<file path="config.mk">
export PLATFORM = sky130hd
export DESIGN_NAME = xnor3_selftest_ctrl
export DESIGN_NICKNAME = d
export VERILOG_FILES = /design/src/rtl/xnor3_selftest_pkg.sv /design/src/rtl/xnor3_settle_timer.sv /design/src/rtl/xnor3_selftest_ctrl.sv
export SDC_FILE = /design/constraint.sdc
export NUM_CORES = 1
export LEC_CHECK = 0
export CAP_MARGIN = 20
export CORE_MARGIN = 3
export CORE_UTILIZATION = 49
export CTS_CLUSTER_DIAMETER = 150
export DETAILED_ROUTE_END_ITERATION = 16
export GPL_ROUTABILITY_DRIVEN = 0
export GPL_TIMING_DRIVEN = 0
export PLACE_DENSITY = 0.88
export SLEW_MARGIN = 10
export SYNTH_ARGS = -nofsm -noshare
export SYNTH_HDL_FRONTEND = slang
export SYNTH_HIERARCHICAL = 1
export SYNTH_SLANG_ARGS = --single-unit
</file>
<file path="constraint.sdc">
create_clock -name clk -period 1.97 [get_ports clk]
set_input_delay 0.394 -clock clk [delete_from_list [all_inputs] [get_ports clk]]
set_output_delay 0.394 -clock clk [all_outputs]
set_load 0.02 [all_outputs]
</file>
<file path="src/rtl/xnor3_selftest_pkg.sv">
// Shared types and helpers for the three-input XNOR self-test sequencer.
package xnor3_selftest_pkg;

  typedef enum logic [1:0] {
    IDLE   = 2'd0,
    SETTLE = 2'd1,
    CHECK  = 2'd2,
    DONE   = 2'd3
  } state_t;

  localparam int NUM_VECTORS = 8;

  // Golden response of the datapath under test: y = ~(a ^ b ^ c)
  function automatic logic xnor3_golden(input logic [2:0] v);
    return ~^v;
  endfunction

endpackage

</file>
<file path="src/rtl/xnor3_settle_timer.sv">
// Settle-time down-counter: loaded with SETTLE_CYCLES-1, counts down while
// enabled and reports expiry on the last settle cycle of a vector.
module xnor3_settle_timer #(
  parameter int SETTLE_CYCLES = 1
) (
  input  logic clk,
  input  logic reset,
  input  logic load,
  input  logic en,
  output logic expire
);

  localparam int CW = (SETTLE_CYCLES > 1) ? $clog2(SETTLE_CYCLES) : 1;
  localparam logic [CW-1:0] LOAD_VAL = CW'(SETTLE_CYCLES - 1);

  logic [CW-1:0] cnt_r;

  // Reload on request, otherwise count down to zero while the settle phase runs
  always_ff @(posedge clk) begin
    if (reset) begin
      cnt_r <= {CW{1'b0}};
    end else if (load) begin
      cnt_r <= LOAD_VAL;
    end else if (en && (cnt_r != {CW{1'b0}})) begin
      cnt_r <= cnt_r - {{(CW-1){1'b0}}, 1'b1};
    end else begin
      cnt_r <= cnt_r;
    end
  end

  assign expire = en && (cnt_r == {CW{1'b0}});

endmodule

</file>
<file path="src/rtl/xnor3_selftest_ctrl.sv">
// Self-test sequencer for the three-input XNOR datapath. Sweeps all eight
// input vectors PASSES times, holds each for SETTLE_CYCLES before sampling y,
// and reports error count, first failing vector and pass/fail.
// Optional build macro XNOR3_SELFTEST_FAILMAP_EN adds a per-vector fail_map.
module xnor3_selftest_ctrl
  import xnor3_selftest_pkg::*;
#(
  parameter int SETTLE_CYCLES = 1,
  parameter int PASSES        = 1,
  parameter int ERR_W         = 4
) (
  input  logic             clk,
  input  logic             reset,
  input  logic             start,
  output logic             a,
  output logic             b,
  output logic             c,
  input  logic             y,
  output logic             busy,
  output logic             done,
  output logic             pass,
  output logic [ERR_W-1:0] err_count,
  output logic             fail_valid,
  output logic [2:0]       first_fail_vec
`ifdef XNOR3_SELFTEST_FAILMAP_EN
  ,
  output logic [7:0]       fail_map
`endif
);

  localparam int PW = (PASSES > 1) ? $clog2(PASSES) : 1;
  localparam logic [PW-1:0]    PIDX_ONE  = PW'(1);
  localparam logic [PW-1:0]    PIDX_LAST = PW'(PASSES - 1);
  localparam logic [ERR_W-1:0] ERR_MAX   = {ERR_W{1'b1}};
  localparam logic [ERR_W-1:0] ERR_ZERO  = {ERR_W{1'b0}};
  localparam logic [ERR_W-1:0] ERR_ONE   = ERR_W'(1);

  state_t           state_r;
  logic [2:0]       vec_r;
  logic [PW-1:0]    pidx_r;
  logic             busy_r;
  logic             done_r;
  logic             pass_r;
  logic [ERR_W-1:0] err_r;
  logic             fv_r;
  logic [2:0]       ffv_r;
`ifdef XNOR3_SELFTEST_FAILMAP_EN
  logic [7:0]       fmap_r;
`endif

  logic             load_s;
  logic             tmr_en_s;
  logic             expire_s;
  logic             mismatch_s;
  logic             last_s;
  logic [ERR_W-1:0] err_next_s;

  // Timer restarts at every accepted start and after every check
  assign load_s   = ((state_r == IDLE) && start) || (state_r == CHECK);
  assign tmr_en_s = (state_r == SETTLE);

  xnor3_settle_timer #(
    .SETTLE_CYCLES (SETTLE_CYCLES)
  ) u_timer (
    .clk    (clk),
    .reset  (reset),
    .load   (load_s),
    .en     (tmr_en_s),
    .expire (expire_s)
  );

  // Compare the sampled response and form the saturating next error count
  always_comb begin
    mismatch_s = 1'b0;
    err_next_s = err_r;
    last_s     = (vec_r == 3'd7) && (pidx_r == PIDX_LAST);
    if (state_r == CHECK) begin
      mismatch_s = (y != xnor3_golden(vec_r));
    end else begin
      mismatch_s = 1'b0;
    end
    if (mismatch_s && (err_r != ERR_MAX)) begin
      err_next_s = err_r + ERR_ONE;
    end else begin
      err_next_s = err_r;
    end
  end

  // Sequencer state machine with all status outputs registered
  always_ff @(posedge clk) begin
    if (reset) begin
      state_r <= IDLE;
      vec_r   <= 3'd0;
      pidx_r  <= {PW{1'b0}};
      busy_r  <= 1'b0;
      done_r  <= 1'b0;
      pass_r  <= 1'b0;
      err_r   <= ERR_ZERO;
      fv_r    <= 1'b0;
      ffv_r   <= 3'd0;
`ifdef XNOR3_SELFTEST_FAILMAP_EN
      fmap_r  <= 8'd0;
`endif
    end else begin
      done_r <= 1'b0;
      case (state_r)
        IDLE: begin
          if (start) begin
            state_r <= SETTLE;
            vec_r   <= 3'd0;
            pidx_r  <= {PW{1'b0}};
            busy_r  <= 1'b1;
            pass_r  <= 1'b0;
            err_r   <= ERR_ZERO;
            fv_r    <= 1'b0;
            ffv_r   <= 3'd0;
`ifdef XNOR3_SELFTEST_FAILMAP_EN
            fmap_r  <= 8'd0;
`endif
          end
        end
        SETTLE: begin
          if (expire_s) begin
            state_r <= CHECK;
          end
        end
        CHECK: begin
          err_r <= err_next_s;
          if (mismatch_s && !fv_r) begin
            fv_r  <= 1'b1;
            ffv_r <= vec_r;
          end
`ifdef XNOR3_SELFTEST_FAILMAP_EN
          if (mismatch_s) begin
            fmap_r[vec_r] <= 1'b1;
          end
`endif
          if (last_s) begin
            // Park the vector at zero so a=b=c=0 in DONE and IDLE
            state_r <= DONE;
            vec_r   <= 3'd0;
            busy_r  <= 1'b0;
            done_r  <= 1'b1;
            pass_r  <= (err_next_s == ERR_ZERO);
          end else begin
            if (vec_r == 3'd7) begin
              pidx_r <= pidx_r + PIDX_ONE;
            end
            vec_r   <= vec_r + 3'd1;
            state_r <= SETTLE;
          end
        end
        DONE: begin
          state_r <= IDLE;
        end
        default: begin
          state_r <= IDLE;
          vec_r   <= 3'd0;
          busy_r  <= 1'b0;
        end
      endcase
    end
  end

  assign {a, b, c}      = vec_r;
  assign busy           = busy_r;
  assign done           = done_r;
  assign pass           = pass_r;
  assign err_count      = err_r;
  assign fail_valid     = fv_r;
  assign first_fail_vec = ffv_r;
`ifdef XNOR3_SELFTEST_FAILMAP_EN
  assign fail_map       = fmap_r;
`endif

endmodule

</file>
==> reports/qor.yml, run 1 <==
min_path:
  whs_path_depth: 2
  worstHoldStart: "first_fail_vec[2]$_SDFFE_PP0P_"
  hold_class: "flop to flop"
  hold_end: "first_fail_vec[2]$_SDFFE_PP0P_"
critical_path:
  crit_path_top_delay_cell: "clkdlybuf4s50_1"
  slowest_delay_ns: 0.66
  end_kind: "primary output"
  crit_family: "buffers and inverters"
  r2r_slack_ns: 0.15
  r2r_end: "first_fail_vec[1]$_SDFFE_PP0P_"
  path_buf_inv: 1
  path_max_fanout: 8
  critical_path_arrival_ns: 1.46
  path_cells: "clkdlybuf4s50_1"
  required_ns: 1.58
  rr_worst_depth: 5
  rr_startpoint: "vec_r[0]$_SDFFE_PP0P_"
  startpoint_type: "flop"
  crit_type: "flop to primary output"
floorplanning:
  fp.dieW_um: 49.0
  placementRows: 14
  core_mm2: 0.00161
  die_area_mm2: 0.00240
  start_util_pct: 56.1
  io_pins: 18
  die_height_um: 49.0
power:
  power_frac_comb_pct: 11.2
  powerDensity_mw_per_mm2: 601
  ir_drop_mv: 0.424
  switching_share_pct: 24.8
  p_leak_uw: 0.000402
  finalPower_uw: 686
  power_switching_uw: 170
  p_seq_share_pct: 54.4
  power_frac_clock_pct: 34.4
  internal-power_uw: 516
clock_tree:
  clock_latency_ns: 0.31
  cts_buffers: 3
  postCtsSetupBuffers: 0
  cts_max_path_buffers: 2
  cts_resized: 0
  cts_tree: "done"
  hold_buffers: 0
  cts.htree.levels: 1
  cts.sinks: 18
  path_clk_slew_ns: 0.11
  ctsRootBufferMaster: "clkbuf_4"
synthesis:
  ys_top_cells_by_area: "dfxtp_1 40%, a21oi_1 7.2%, ha_1 4.1%"
  ys_seq_area_share_pct: 39.8
  synth_area_leader_cell: "dfxtp_1"
  synth_seq_cells: 18
  yosysTopAreaCellShare_pct: 39.8
  syn_area_um2: 905
  ys_types: 35
  synth_area_per_cell_um2: 9.23
  yosys_warnings: 6
  syn-num-nets: 105
  synth_cells: 98
grt:
  first_global_vias: 748
  grt_first_pass_wirelength_um: 3410
  antenna_found_initial: 0
  gr-usage-all-layers_pct: 18.6
  overflow: 0
  grt_start_max_net_pins: 11
final_layout:
  diodes: 0
  fin_util_pct: 70.8
  drive_above_1_share_pct: 10.1
  syn_to_final_growth_pct: 26.1
  final_cell_mix: "18 x dfxtp_1, 17 x clkdlybuf4s50_1, 13 x a21oi_1, 8 x nor2_1"
  nNetsFinal: 127
  final_common_cell: "dfxtp_1"
route:
  drt-initial-drc-count: 17
  drtAntennaViolNets: 0
  drc: 0
  routed_wl_um: 2010
  first_pass_iters: 4
  wire_per_inst_um: 14.0
  viasPerCell: 5.91
  vias: 845
timing:
  tns_ns: 0
  tightest_slew_ns: 0.507
  min_period_ns: 1.86
  fin_skew_ns: 0.00616
  fmax_ghz: 0.539
  setup_ws_ns: 0.114
  slew_violations: 0
  timing.hold.ws_ns: 0.478
  slew_headroom_pct: 65.9
  hold_violations: 0
  finalSetupViolCount: 0
  period_share_pct: 94.2
  grt_setup_unrepaired: "no"
run:
  drv_cap: 0
placed_design:
  pre_cts_ws_ns: -0.118
  io_buffers: 17
  dp_hpwl_um: 1440
run_status:
  status: "finished clean"
-- worst max-delay path by stage --
stage | slack [ns] | from | cells past startpoint | end
after floorplan | 0.22 | vec_r[0]$_SDFFE_PP0P_ | 5 | err_count[3]$_SDFFE_PP0P_
after global placement | -0.07 | y | 5 | pass$_SDFFE_PP0P_
after detailed placement | -0.12 | y | 5 | pass$_SDFFE_PP0P_
after CTS | 0.14 | err_count[3]$_SDFFE_PP0P_ | 1 | err_count[3]
after global routing | 0.02 | vec_r[0]$_SDFFE_PP0P_ | 5 | first_fail_vec[1]$_SDFFE_PP0P_
final | 0.11 | err_count[3]$_SDFFE_PP0P_ | 1 | err_count[3]
-- cell type report --
cell class / instances / area [µm²]
multi-input combinational: 70 / 505
buffer: 6 / 23.8
tap: 24 / 30.0
fill: 122 / 470
timing repair buffer: 17 / 170
sequential: 18 / 360
clock buffer: 4 / 36.3
inverter: 4 / 15.0
-- cell families after synthesis --
logic type / count (synthesis) / synth area share, %
xor+xnor: 2 / 5.67
compound gates: 31 / 23.1
fa+ha+maj: 3 / 4.15
buf+inv: 10 / 4.29
simple gates: 34 / 23.0
flops: 18 / 39.8
-- through the flow --
stage,instance area (µm²),cells
4_1_cts,1140,143
2_1_floorplan,905,98
3_5_place_dp,1100,139
3_3_place_gp,1100,139
6_report,1140,143
5_1_grt,1140,143
-- cells in the mapped netlist --
| cell type | instances |
|---|---|
| buf_2 | 1 |
| or2_2 | 1 |
| xnor3_4 | 1 |
| nand4b_1 | 3 |
| nor2b_1 | 4 |
| clkbuf_1 | 4 |
| a2111oi_2 | 1 |
| o21ai_0 | 4 |
| nand2b_1 | 3 |
| a22oi_1 | 2 |
| o31ai_1 | 1 |
| nor4b_2 | 1 |
| buf_1 | 1 |
| and4b_1 | 1 |
| nand2_1 | 1 |
| a21oi_1 | 13 |
| ha_1 | 3 |
| or3_1 | 1 |
| a211o_1 | 1 |
| nor3b_1 | 1 |
| inv_1 | 4 |
| nor2_1 | 8 |
| nand3b_1 | 1 |
| dfxtp_1 | 18 |
| a2111oi_0 | 1 |
| a211oi_1 | 4 |
| nand3_1 | 4 |
| nor4_1 | 1 |
| nor3_2 | 1 |
| o32a_2 | 1 |
| o2111ai_1 | 1 |
| xor3_2 | 1 |
| o32ai_1 | 1 |
| a32o_1 | 1 |
| nor3_1 | 3 |
-- worst register-to-register path: cells and delay by family (launching register included) --
kind            cells  cell delay (ns)
fa+ha+maj           1             0.35
flops               1             0.37
simple gates        2             0.52
xor+xnor            1             0.34
compound gates      1             0.17
-- layer usage --
| metal | GRT usage (%) | vias up | share of wire [%] | wire length [µm] |
|---|---|---|---|---|
| met5 | 0 | - | 0 | 0 |
| met4 | 16.1 | 0 | 2.6 | 53 |
| met3 | 4.28 | 5 | 5.2 | 104 |
| met2 | 26.0 | 25 | 45 | 908 |
| met1 | 23.6 | 403 | 47 | 939 |
| li1 | - | 412 | - | - |
-- power groups by stage --
stage	logic, µW	clock network, µW	registers, µW
after global routing	83.9	255	373
after CTS	76.4	235	373
after detailed placement	75.8	0	381
after floorplan	48.7	0	384
after global placement	74.4	0	381
final	77.1	236	373
-- flip-flops by register name, summed over array words and instances (netlist names), 2 cells and up --
| register | cells |
|---|---|
| state_r | 2 |
| err_count | 4 |
| first_fail_vec | 3 |
| vec_r | 3 |
No activity file was read; power rests on OpenSTA's default activity.
==> run 2: changes to the inputs <==
--- a/config.mk
+++ b/config.mk
@@ -8,7 +8,7 @@
 export CAP_MARGIN = 20
 export CORE_MARGIN = 3
 export CORE_UTILIZATION = 49
-export CTS_CLUSTER_DIAMETER = 150
+export CTS_CLUSTER_DIAMETER = 40
 export DETAILED_ROUTE_END_ITERATION = 16
 export GPL_ROUTABILITY_DRIVEN = 0
 export GPL_TIMING_DRIVEN = 0
==> results of run 2 <==
Same layout as run 1: the final DEF is identical, and so are final timing and power.
==> RTL edit 1: new RTL, settings of run 1 <==
Register the inputs `start` and `y` before use. The logic sees them one clock later. Comments in the files are not updated.
--- a/src/rtl/xnor3_selftest_ctrl.sv
+++ b/src/rtl/xnor3_selftest_ctrl.sv
@@ -37,2 +37,10 @@
 
+  logic start_q;
+  logic y_q;
+
+  always_ff @(posedge clk) begin
+    start_q <= start;
+    y_q     <= y;
+  end
+
   state_t           state_r;
@@ -58,3 +66,3 @@
   // Timer restarts at every accepted start and after every check
-  assign load_s   = ((state_r == IDLE) && start) || (state_r == CHECK);
+  assign load_s   = ((state_r == IDLE) && start_q) || (state_r == CHECK);
   assign tmr_en_s = (state_r == SETTLE);
@@ -77,3 +85,3 @@
     if (state_r == CHECK) begin
-      mismatch_s = (y != xnor3_golden(vec_r));
+      mismatch_s = (y_q != xnor3_golden(vec_r));
     end else begin
@@ -107,3 +115,3 @@
         IDLE: begin
-          if (start) begin
+          if (start_q) begin
             state_r <= SETTLE;
Formal check against the unedited RTL: not equivalent (a bounded check fails within 4 cycles, from zero or initial values and one cycle with reset high).
==> RTL edit 1 against run 1 <==
Final area increased by 7.8%; critical path type unchanged; total power increased by 21%; sequential power increased by 12%; worst setup slack improved by 0.033 ns; synthesized area increased by 7.1%; wire length decreased by 0.70%; sequential cell count increased by 2; maximum frequency increased by 1.8%; highest routed layer unchanged.
==> RTL edit 1: results (changes against run 1) <==
INFO  run_status     run_status=finished, final reports clean
INFO  yosys          synth_top_cells_by_area=dfxtp_1 41%, a21oi_1 6.2%, a211oi_1 3.9%, ha_1 3.9%, nand4b_1 3.6%
INFO  power_and_ir_drop leakage_power_total=0.4444nW [+10%]
INFO  setup_path     worst_r2r_endpoint=pass
INFO  grt            groute.layer.met1.usage=19.74% [-3.9 points]
INFO  detailed_routing wire_length_on_met2=980µm [+7.9%]
INFO  grt            grt_pass1_wl=3263µm [-4.3%]
INFO  grt            groute.layer.met3.usage=2.671% [-1.6 points]
INFO  yosys          netlist_top_cells_count=20 x dfxtp_1, 12 x a21oi_1, 9 x nor2_1
INFO  detailed_routing drt-wirelength-per-cell=13.46µm [-4.1%]
INFO  power_and_ir_drop ir_drop=0.3925mV [-7.5%]
INFO  grt            grtUsageTotal=17.20% [-1.4 points]
INFO  detailed_routing wirelength_met1=882µm [-6.1%]
INFO  yosys          post_synth_xor_area_fraction=5.039% [-0.63 points]
INFO  placed_design  post-dp-hpwl=1528µm [+5.9%]
INFO  detailed_routing avgViaCountPerCell=5.527 [-6.5%]
INFO  yosys          synth.net_count=109 [+3.8%]
INFO  sta            slew_headroom=69.33% [+3.4 points]
INFO  grt            met2_usage=30.22% [+4.2 points]
INFO  detailed_routing first_iter_violations=14 [-3]
INFO  detailed_routing met3_length=85µm [-18%]
INFO  grt            grt_max_degree=13 [+2]
INFO  finish         number_of_fill_cells_in_the_layout=156 [+28%]
INFO  yosys          yosysUniqueCellTypes=33 [-5.7%]
INFO  finish         post_route_cells_drive_above_1_share=13.82% [+3.7 points]
INFO  finish         fin_nets=131 [+3.1%]
INFO  setup_path     cp_data_arrival_time=1.43ns [-0.03 ns]
RTL edit 1: power by group:
part	internal, mW	leakage, nW	total (mW)	switching, mW
sequential	0.412	0.162	0.418	0.00578
clock	0.206	0.0279	0.336	0.130
combinational	0.0349	0.254	0.0788	0.0439
total	0.653	0.444	0.832	0.180
RTL edit 1: how the worst min path moves through the flow:
stage / from / end / slack, ns / depth (start not counted)
final: pidx_r / pidx_r / 0.45 / 2
after global routing: pidx_r / pidx_r / 0.47 / 2
after CTS: pidx_r / pidx_r / 0.45 / 2
after detailed placement: pidx_r / pidx_r / 0.43 / 2
after global placement: pidx_r / pidx_r / 0.42 / 2
after floorplan: pidx_r / pidx_r / 0.41 / 2
RTL edit 1: per-stage QoR:
| stage | worst slack [ns] | instances | hold WS [ns] |
|---|---|---|---|
| after floorplan | 0.2196 | 102 | 0.4146 |
| after global placement | 0.2102 | 144 | 0.4243 |
| after detailed placement | 0.1860 | 144 | 0.4308 |
| after CTS | 0.1314 | 148 | 0.4518 |
| after global routing | 0.01458 | 148 | 0.4728 |
| final | 0.1468 | 148 | 0.4500 |
RTL edit 1: cell type report:
type	count	area (µm²)	share of cell area [%]
Clock inverter	1	30.03	2.442
Multi-Input combinational cell	73	528.0	42.93
Buffer	6	36.28	2.950
Timing Repair Buffer	17	170.2	13.84
Tap cell	25	31.28	2.543
Sequential cell	20	400.4	32.55
Inverter	3	11.26	0.9156
Clock buffer	3	22.52	1.831
RTL edit 1: worst register-to-register path, delay by kind of cell, from the launching register on:
family                     cells  cell delay [ns]
adders and majority gates      1             0.35
DFF                            1             0.38
xor gates and xnor gates       1             0.36
AOI/OAI and AO/OA              2             0.37
and+or+nand+nor                1             0.26
==> RTL edit 2: new RTL, config.mk and constraints of run 1 <==
Without the edit above. `ERR_W`: 4 -> 5.
--- a/src/rtl/xnor3_selftest_ctrl.sv
+++ b/src/rtl/xnor3_selftest_ctrl.sv
@@ -9,3 +9,3 @@
   parameter int PASSES        = 1,
-  parameter int ERR_W         = 4
+  parameter int ERR_W         = 5
 ) (
Interface: changed (resized err_count); port bits go from 18 to 19. The function was not compared with the original's and may differ.
==> RTL edit 2 against run 1 <==
Clock skew down 0.0019 ns; global-route usage down 1.6 points; first-iteration DRC count up 5.9%; count of clock-buffer cells in the layout unchanged; sequential cell count up 1; worst hold slack worse by 0.019 ns; total power down 2.9%; maximum frequency down 5.1%; wire length up 1.8%; final area up 5.0%; synthesized area up 0.14%; worst setup slack worse by 0.10 ns; critical path type is now reg -> reg; critical endpoint is now pass; largest power group unchanged; highest routed layer unchanged.
==> RTL edit 2: results (changes against run 1) <==
INFO  finish         area.growth.synth_to_final=32.32%
INFO  clock_network  path_clk_slew=0.10ns
INFO  yosys          post_synthesis_compound_gate_area_fraction=18.37% [-4.7 points]
INFO  run_status     run_status=finished, final reports clean
INFO  sta            actual_transition_at_the_worst_max_transition_pin=0.4748ns [-0.03237 ns]
INFO  grt            grt_pass1_wl=3236µm [-5.0%]
INFO  yosys          synthAdderAreaFrac=5.525% [+1.4 points]
INFO  yosys          synth_top_cells_by_area=dfxtp_1 42%, a21oi_1 6.6%, ha_1 5.5%, nor2_1 3.7%, nand2_1 3.3%
INFO  detailed_routing wire_length_on_met2=989µm [+8.9%]
INFO  detailed_routing first_iter_violations=18 [+1]
INFO  grt            met2_usage=27.38% [+1.4 points]
INFO  yosys          gate_count_after_technology_mapping=97 [-1.0%]
INFO  grt            groute.layer.met1.usage=22.06% [-1.5 points]
INFO  finish         post_route_cells_drive_above_1_share=15.57% [+5.5 points]
INFO  detailed_routing wirelength=2043µm [+1.8%]
INFO  placed_design  post-dp-hpwl=1449µm [+0.41%]
INFO  setup_path     cp_max_fo=5 [-3]
INFO  finish         clockNetworkAreaShare=2.192% [-0.99 points]
INFO  detailed_routing wirelength_met1=934µm [-0.53%]
INFO  finish         n_multi_input_combinational_cell=72 [+2.9%]
INFO  finish         fin_nets=131 [+3.1%]
INFO  power_and_ir_drop leakage_power_total=0.4107nW [+2.1%]
INFO  power_and_ir_drop ir_drop=0.4124mV [-2.8%]
INFO  yosys          synth.area.mux_share=1.105% [+1.1 points]
INFO  finish         seq_share=32.36% [+0.78 points]
INFO  detailed_routing drt-wirelength-per-cell=13.99µm [-0.25%]
INFO  finish         largest_reg_flops=5 [+1]
INFO  yosys          post_synth_xor_area_fraction=2.762% [-2.9 points]
INFO  placed_design  dpl-instance-area=1116µm² [+1.0%]
INFO  yosys          synth.yosys.seq_area_share=41.99% [+2.2 points]
INFO  finish         signal_buffer_area_fraction=18.16% [+1.2 points]
INFO  finish         inverters_excl_clock=2 [-2]
INFO  clock_network  numClockSinks=19 [+1]
INFO  detailed_routing drt-pass1-iter-count=5 [+1]
INFO  grt            grt_pass1_vias=739 [-1.2%]
INFO  finish         total_area_of_multi_input_combinational_cells=529.3µm² [+4.7%]
INFO  grt            grtUsageTotal=16.96% [-1.6 points]
INFO  grt            antenna_found_initial=0 [unchanged]
INFO  placed_design  port_buffers=18 [+1]
INFO  sta            clock_skew=0.004261ns [-0.001897 ns]
INFO  finish         nonClockBufferCount=25 [+8.7%]
INFO  yosys          mappedNetlistArea=905.9µm² [+0.14%]
[RTL edit 2: final timing paths]
kind | startpoint | endpoint | slack (ns) | cells past startpoint
setup / recovery | vec_r[0] | pass | 0.01 | 5
hold / removal | first_fail_vec[1] | first_fail_vec[1] | 0.46 | 2
setup reg to reg | vec_r[0] | pass | 0.01 | 5
hold reg to reg | first_fail_vec[1] | first_fail_vec[1] | 0.46 | 2
[RTL edit 2: power by group]
part | total [mW] | switching, mW | internal [mW]
Clock | 0.196 | 0.117 | 0.0791
Combinational | 0.0752 | 0.0423 | 0.0328
Sequential | 0.394 | 0.00559 | 0.389
[RTL edit 2: worst max-delay path: stages (launching register included)]
cell and delay (ns):
dfxtp_4 0.37, ha_4 0.24, xor3_2 0.43, or3_4 0.45, a311oi_2 0.26, a2111oi_2 0.07
[RTL edit 2: repair_timing]
item | CTS | global route
pin swaps | 0 | 6
hold buffers | 0 | 0
setup endpoints to repair | 1 | 1
gates resized for setup | 2 | 7
buffers inserted | 0 | 3
